## src/rtl/cordic_result_buffer.sv

```systemverilog
// Result collector for cordic_top: tags in-flight requests with their mode, buffers
// {mode, result} pairs for a valid/ready consumer and issues credits to the requester.
module cordic_result_buffer #(
    parameter int unsigned DATA_W = 32,
    parameter int unsigned MODE_W = 4,
    parameter int unsigned DEPTH  = 16
) (
    input  logic                       clk,
    input  logic                       rst,
    input  logic                       pre_valid,
    input  logic [MODE_W-1:0]          mode,
    output logic                       issue_ready,
    input  logic                       post_valid,
    input  logic [DATA_W-1:0]          result,
    output logic                       out_valid,
    input  logic                       out_ready,
    output logic [MODE_W-1:0]          out_mode,
    output logic [DATA_W-1:0]          out_result,
    output logic [$clog2(DEPTH):0]     level,
    output logic [$clog2(DEPTH):0]     outstanding,
    output logic                       err_underflow,
    output logic                       err_overflow
);

    localparam int unsigned AW = $clog2(DEPTH);
    localparam int unsigned CW = AW + 1;
    localparam int unsigned EW = MODE_W + DATA_W;

    logic [MODE_W-1:0] tag_mem_q [DEPTH];
    logic [EW-1:0]     out_mem_q [DEPTH];

    logic [CW-1:0] tag_wr_q, tag_wr_d;
    logic [CW-1:0] tag_rd_q, tag_rd_d;
    logic [CW-1:0] out_wr_q, out_wr_d;
    logic [CW-1:0] out_rd_q, out_rd_d;
    logic [CW-1:0] cnt_q, cnt_d;
    logic          err_unf_q, err_unf_d;
    logic          err_ovf_q, err_ovf_d;

    logic [CW-1:0]     tag_count;
    logic [CW-1:0]     out_count;
    logic              tag_empty, tag_full;
    logic              out_empty, out_full;
    logic              out_pop, cnt_dec;
    logic              issue_ok, issue_acc;
    logic              tag_pop, tag_push, out_push;
    logic [MODE_W-1:0] popped_tag;
    logic [EW-1:0]     head;

    always_comb begin
        tag_count  = tag_wr_q - tag_rd_q;
        out_count  = out_wr_q - out_rd_q;
        tag_empty  = (tag_count == '0);
        tag_full   = (tag_count == CW'(DEPTH));
        out_empty  = (out_count == '0);
        out_full   = (out_count == CW'(DEPTH));

        out_pop    = !out_empty && out_ready;
        // Entries written on underflow carry no credit, so never count below zero.
        cnt_dec    = out_pop && (cnt_q != '0);
        // A credit returned by a same-cycle pop covers a concurrent issue.
        issue_ok   = (cnt_q < CW'(DEPTH)) || cnt_dec;
        issue_acc  = pre_valid && issue_ok;

        tag_pop    = post_valid && !tag_empty;
        tag_push   = issue_acc && (!tag_full || tag_pop);
        popped_tag = tag_empty ? '0 : tag_mem_q[tag_rd_q[AW-1:0]];
        out_push   = post_valid && (!out_full || out_pop);

        tag_wr_d   = tag_push ? tag_wr_q + CW'(1) : tag_wr_q;
        tag_rd_d   = tag_pop  ? tag_rd_q + CW'(1) : tag_rd_q;
        out_wr_d   = out_push ? out_wr_q + CW'(1) : out_wr_q;
        out_rd_d   = out_pop  ? out_rd_q + CW'(1) : out_rd_q;

        unique case ({issue_acc, cnt_dec})
            2'b10:   cnt_d = cnt_q + CW'(1);
            2'b01:   cnt_d = cnt_q - CW'(1);
            default: cnt_d = cnt_q;
        endcase

        err_unf_d = err_unf_q || (post_valid && tag_empty);
        err_ovf_d = err_ovf_q || (pre_valid && !issue_ok) || (issue_acc && !tag_push)
                    || (post_valid && !out_push);
    end

    always_ff @(posedge clk or posedge rst) begin
        if (rst) begin
            tag_wr_q  <= '0;
            tag_rd_q  <= '0;
            out_wr_q  <= '0;
            out_rd_q  <= '0;
            cnt_q     <= '0;
            err_unf_q <= 1'b0;
            err_ovf_q <= 1'b0;
        end else begin
            tag_wr_q  <= tag_wr_d;
            tag_rd_q  <= tag_rd_d;
            out_wr_q  <= out_wr_d;
            out_rd_q  <= out_rd_d;
            cnt_q     <= cnt_d;
            err_unf_q <= err_unf_d;
            err_ovf_q <= err_ovf_d;
        end
    end

    // Storage arrays need no reset: pointers define which entries are live.
    always_ff @(posedge clk) begin
        if (tag_push) begin
            tag_mem_q[tag_wr_q[AW-1:0]] <= mode;
        end
        if (out_push) begin
            out_mem_q[out_wr_q[AW-1:0]] <= {popped_tag, result};
        end
    end

    always_comb begin
        head          = out_mem_q[out_rd_q[AW-1:0]];
        out_valid     = !out_empty;
        // Gate the head so stale storage never shows after reset.
        out_mode      = out_valid ? head[EW-1:DATA_W] : '0;
        out_result    = out_valid ? head[DATA_W-1:0] : '0;
        issue_ready   = (cnt_q < CW'(DEPTH));
        level         = out_count;
        outstanding   = cnt_q;
        err_underflow = err_unf_q;
        err_overflow  = err_ovf_q;
    end

endmodule

```

## config.mk

```make
export PLATFORM = sky130hd
export DESIGN_NAME = cordic_result_buffer
export DESIGN_NICKNAME = d
export VERILOG_FILES = /design/src/rtl/cordic_result_buffer.sv
export SDC_FILE = /design/constraint.sdc
export NUM_CORES = 1
export LEC_CHECK = 0
export CAP_MARGIN = 25
export CORE_MARGIN = 1.5
export CORE_UTILIZATION = 60
export DETAILED_ROUTE_END_ITERATION = 16
export MAX_ROUTING_LAYER = met4
export PLACE_DENSITY = 0.9
export SLEW_MARGIN = 40
export SYNTH_ARGS = -nofsm -noshare
export SYNTH_HDL_FRONTEND = slang
export SYNTH_SLANG_ARGS = --single-unit
```

## constraint.sdc

```tcl
create_clock -name clk -period 6.63 [get_ports clk]
set_input_delay 1.989 -clock clk [delete_from_list [all_inputs] [get_ports clk]]
set_output_delay 1.989 -clock clk [all_outputs]
set_load 0.01 [all_outputs]
```

## Word-level counts from Yosys, hierarchy flattened

Memory sizes are Yosys's and may differ from the RTL's.
Cells that the tools add are included.

| word-level totals | value |
|---|---|
| bits in registers | 27 |
| bits in latches | 0 |
| memory bits (writable) | 640 |
| bits in read-only memories | 0 |
| input port bits | 41 |
| logic and storage cells | 58 |
| memories | 2 |

| cells by class | value |
|---|---|
| add/subtract/negate cells | 8 |
| multipliers | 0 |
| div/mod/pow operators | 0 |
| order comparisons | 1 |
| eq/ne operators | 4 |
| shift-type cells | 0 |
| multiplexer cells | 8 |
| bitwise gates (word level) | 0 |
| reduce and logical (&&, ||, !) cells | 28 |

Memories:

| name | depth | bits a word | read ports | clocked after Yosys merged registers in | wr ports | RTL line | text |
|---|---|---|---|---|---|---|---|
| out_mem_q | 16 | 36 | 1 | 0 | 1 | 30 | `logic [EW-1:0] out_mem_q [DEPTH];` |
| tag_mem_q | 16 | 4 | 1 | 0 | 1 | 29 | `logic [MODE_W-1:0] tag_mem_q [DEPTH];` |

Operator list:

| operator | count |
|---|---|
| $mux 32 | 1 |
| $add 5x1->5 const B | 5 |
| $eq 5x5->1 const B | 2 |
| $logic_and 1x1->1 | 10 |
| $logic_not 5->1 | 2 |
| $pmux 5 s2 | 1 |
| $sub 5x5->5 | 2 |
| $mux 4 | 2 |
| $logic_not 1->1 | 7 |
| $logic_or 1x1->1 | 7 |
| $lt 5x5->1 const B | 1 |
| $reduce_bool 5->1 | 1 |
| $sub 5x1->5 const B | 1 |
| $mux 1 | 4 |
| $eq 2x1->1 const B | 1 |
| $eq 2x2->1 const B | 1 |
| $reduce_bool 2->1 | 1 |

## Logic depth before layout (Yosys ltp)

| depth | value |
|---|---|
| word-level depth | 12 |
| depth in mapped cells | 22 |
| gate-level depth less buffers | 20 |

## Worst setup path before layout

No wires, ideal clock.

| path | value |
|---|---|
| path type | input-to-reg |
| start point | input out_ready |
| end point | memory out_mem_q[3][0] (netlist bit) (enable) |
| arrival | 4.992 ns |
| setup slack | 1.164 ns |
| cell stages on the path | 5 |
| buffers on the path | 1 |
| cell sequence | inv_1 -> a31oi_1 -> clkbuf_1 -> nand2_1 -> nor3_1 |

| between the ends | value |
|---|---|
| word-level cells in the longest chain between the ends | 5 |

RTL lines:

| element | RTL line | text |
|---|---|---|
| start, declared | 16 | `input logic out_ready,` |
| $logic_and 1x1->1 | 58 | `out_pop = !out_empty && out_ready;` |
| $logic_or 1x1->1 | 68 | `out_push = post_valid && (!out_full \|\| out_pop);` |
| $logic_and 1x1->1 | 68 |  |
| $mux 1 | 111 | `if (out_push) begin` |
| $mux 1 (implied by the code) | 112 | `out_mem_q[out_wr_q[AW-1:0]] <= {popped_tag, result};` |
| end, declared | 30 |  |

No other way between the ends.

## Final worst setup path

| path | value |
|---|---|
| start point | register out_rd_q[0] |
| end point | output out_result[20] |

| between the ends | value |
|---|---|
| word-level cells in the longest chain between the ends | 3 |
| elaborated cells between the ends (all ways) | 4 |
| those cells by class | add/sub: 1; mux: 1; reduce/logical: 1; memory: 1 |

RTL lines:

| element | RTL line | text |
|---|---|---|
| start, declared | 35 | `logic [CW-1:0] out_rd_q, out_rd_d;` |
| start signal, assigned | 99 | `out_rd_q <= out_rd_d;` |
| $sub 5x5->5 | 52 | `out_count = out_wr_q - out_rd_q;` |
| $logic_not 5->1 | 55 | `out_empty = (out_count == '0);` |
| $mux 32 * | 121 | `out_result = out_valid ? head[DATA_W-1:0] : '0;` |
| end, declared | 18 | `output logic [DATA_W-1:0] out_result,` |

Every way passes the cells marked *; elsewhere a longest branch is shown, timed or not.

==> out/qor.txt <==
Maxcap violations - 0
Highest metal used - met4
First-pass GRT wire length - 90.9 mm
Pin count of the biggest net entering global routing - 149
RSZ-0062 raised after global routing - false
Grt ovf - 0
Worst Hold Class - reg2reg
Die height - 212 µm
Global placement routability congestion - 0.823
PortBufs - 90
Sequential share of the synthesized area - 0.758
Core ar. - 43100 µm²
Power Dens Cells - 474 nW/µm²
PostCTS Resize Cnt - 0
Status - finished clean
Top-Level Pins - 91
All-Layer GR Usage - 0.298
Worst Skew - 24.4 ps
Worst Setup Start Kind - flop
Vias per cell - 6.68
CTS Buf Count - 66
Max stage delay cell, worst path - dfrtp_4
Max Freq - 162 MHz
Syn Nets - 1218
Endpoints failing hold - 0
CTS tree - yes
Yosys warns - 0
Switching Share - 0.308
Post-synth EDFFs - 640
Ordered cell list for the critical path - ha_1 -> fa_1 -> nand2b_1 -> a21oi_1 -> xor2_1 -> inv_1 -> a21oi_1 -> inv_1 -> buf_4 -> and2_1 -> clkdlybuf4s50_1
Worst-Skew Late Latency - 610 ps
Worst slew margin - 0.414
Std-Cell Rows - 76
Cell-internal power - 9.85 mW
Drt pass-1 iters - 7
Layout Utilization - 0.698
Simple-gate share of the synthesized area - 0.0269
P_leak - 9.71 nW
Starting Density - 0.609
Comb power frac - 0.351
Setup violations, final - 0
Placed insts - 1805
# DRC - 0
Post-Synth Adder-Cell Area - 0.0108
Clock Path Buffers - 3
Worst path max stage delay - 640 ps
Synth Area in XOR/XNOR - 0.0102
Metal-1 WL - 22.0 mm
Mux cell area share after synthesis - 0.173
DR WL met2 - 32.9 mm
Routed WL - 62.5 mm
Root Buffer - clkbuf_16
Clock power share - 0.256
Post-Syn Area - 26200 µm²
Post-DP HPWL - 31.6 mm
Initial antenna violation count - 1
CTS clk-pin slew, worst paths - 70 ps
Asr flop ratio synth - 0.0405
Total clock sinks - 667
Crit end category - primary output
CP Class - reg2out
Worst Max-Slew Pin Slew - 879 ps
Max-slew violations - 0
Nets@finish - 1352
Worst IR Drop VDD - 410 µV
Vias in the first global route - 13700
Critical Path AT - 4190 ps
Max FO, Critical Path - 38
Synth Area in Compound Gates - 0.00811
Initial DRC Count - 1628
Yosys cell types - 42
H-tree depth - 3
Share of layout cells above drive strength 1 - 0.260
Largest family of logic cells by synthesized area - multiplexers
Met3 WL - 5.29 mm
WP data required - 4640 ps
Post-route setup TNS - 0 ps
Most used DFF post-synth - edfxtp_1
Final Cycle Share - 0.932
Setup repair bufs after CTS - 0
Kind of cell adding the most delay to the critical path - buffers and inverters
Sw Pwr - 4.39 mW
Yosys reg bits - 667
Post-route ant nets - 0
Crit path time final - 6180 ps
Total number of vias - 12800
Worst path bufs/invs - 4
Die area - 45000 µm²
Sequential power share - 0.393
Layout Cells excl Fill - 1922
WL/cell - 32.5 µm
P&R area growth vs syn - 14.6%
Mapped Cells - 1155
Hold Buf Count CTS - 0
Die span in x - 212 µm
Mapped Avg Cell Area - 22.7 µm²
## power by group through the flow
| stage | clock (mW) | combinational [mW] | sequential, mW |
|---|---|---|---|
| 2_1_floorplan | 0 | 3.21 | 5.50 |
| 3_3_place_gp | 0 | 4.70 | 5.58 |
| 3_5_place_dp | 0 | 4.88 | 5.64 |
| 4_1_cts | 3.67 | 5.01 | 5.58 |
| 5_1_grt | 3.82 | 5.29 | 5.62 |
| 6_report | 3.64 | 5.00 | 5.59 |
## final timing paths
kind / start / to / slack, ps / cells past startpoint
setup reg to reg: out_rd_q[0]$_DFFE_PP0P_ / outstanding[4]$_DFFE_PP0P_ / 1660 / 20
max in group asynchronous: rst / out_rd_q[1]$_DFFE_PP0P_ / 4360 / 2
hold reg to reg: err_underflow$_DFF_PP0_ / err_underflow$_DFF_PP0_ / 470 / 1
hold / removal: err_underflow$_DFF_PP0_ / err_underflow$_DFF_PP0_ / 470 / 1
min in group asynchronous: rst / out_rd_q[0]$_DFFE_PP0P_ / 1790 / 2
setup / recovery: out_rd_q[0]$_DFFE_PP0P_ / out_result[20] / 450 / 11
## per-stage QoR
stage | hold slack [ps] | total power [mW] | instance area [µm²] | setup WS [ps]
after floorplan | 460 | 8.70 | 26200 | 1160
after global placement | 441 | 10.3 | 27900 | 1290
after detailed placement | 453 | 10.5 | 28000 | 1120
after CTS | 472 | 14.3 | 30000 | 424
after global routing | 502 | 14.7 | 30100 | 240
final | 466 | 14.2 | 30100 | 448
## logic make-up (layout without fill, tap and decap cells)
group | Yosys count | count (layout)
DFF | 667 | 667
muxes | 204 | 204
and+or+nand+nor | 127 | 127
buffers and inverters | 79 | 260
xor gates and xnor gates | 29 | 29
AOI/OAI and AO/OA | 27 | 27
adders and majority gates | 22 | 22
other | 0 | 1
## routing by layer
layer / vias to the layer above / GRT usage
li1: 5090 / -
met1: 6714 / 0.358
met2: 861 / 0.500
met3: 172 / 0.0647
met4: 0 / 0.113
met5: - / -
## cell usage in the layout (no fill, tap or decap), types with 3 or more instances in the layout
cell	Yosys	layout
a21o_1	4	4
a21oi_1	9	9
and2_1	37	37
and2b_1	3	3
and3_2	0	15
buf_12	0	5
buf_4	0	23
bufinv_16	0	5
clkbuf_1	34	15
clkbuf_16	0	67
clkdlybuf4s50_1	0	90
clkinv_1	1	14
clkinv_2	0	6
dfrtp_1	27	23
edfxtp_1	640	640
ha_1	21	21
inv_1	23	21
inv_6	0	5
mux4_2	200	200
nand2_1	13	13
nand2b_1	3	3
nand3_1	9	9
nand4_1	4	4
nor2_1	22	22
nor2b_1	5	4
nor3_1	8	7
o21ai_0	4	4
xnor2_1	17	17
xor2_1	11	11
## final cells by class
class	instances	area [µm²]
Antenna cell	1	2.50
Clock inverter	33	320
Inverter	24	90.1
Tap cell	585	732
Sequential cell	667	19900
Timing Repair Buffer	121	1240
Multi-Input combinational cell	409	6040
Clock buffer	82	1730
Fill cell	2409	13000
## worst reg2reg max path, cell delays in order, from the launching register on
cell	delay, ps
dfrtp_4	640
ha_1	280
fa_1	400
nand2b_1	160
a21oi_1	180
xor2_1	340
inv_1	160
a21oi_1	320
inv_1	70
buf_4	290
nand2_1	280
a21o_1	180
ha_1	360
xor2_1	200
ha_1	210
inv_1	60
o21ai_0	140
a21oi_1	80
a311oi_1	280
nor2_1	90
xnor2_1	130
## flip-flops by register name (all words and copies together) (netlist names)
| register | count |
|---|---|
| out_rd_q | 5 |
| tag_wr_q | 5 |
| tag_rd_q | 5 |
| err_overflow | 1 |
| err_underflow | 1 |
| tag_mem_q | 64 |
| outstanding | 5 |
| out_mem_q | 576 |
| out_wr_q | 5 |
## synthesized netlist by cell type (2+ instances only)
master / instances / share of area
edfxtp_1: 640 / 0.73
mux4_2: 200 / 0.17
and2_1: 37 / 0.0088
clkbuf_1: 34 / 0.0049
dfrtp_1: 27 / 0.026
inv_1: 23 / 0.0033
nor2_1: 22 / 0.0031
ha_1: 21 / 0.010
buf_2: 20 / 0.0038
xnor2_1: 17 / 0.0057
and3_1: 16 / 0.0038
nand2_1: 13 / 0.0019
xor2_1: 11 / 0.0037
a21oi_1: 9 / 0.0017
nand3_1: 9 / 0.0017
nor3_1: 8 / 0.0015
nor2b_1: 5 / 0.0012
a21o_1: 4 / 0.0011
nand4_1: 4 / 0.00095
o21ai_0: 4 / 0.00076
and2b_1: 3 / 0.00086
nand2b_1: 3 / 0.00072
a211o_1: 2 / 0.00067
and3b_1: 2 / 0.00067
mux2_1: 2 / 0.00086
mux2_2: 2 / 0.00086
nand3b_1: 2 / 0.00057
Note: power is estimated with default switching activity, not from simulation.
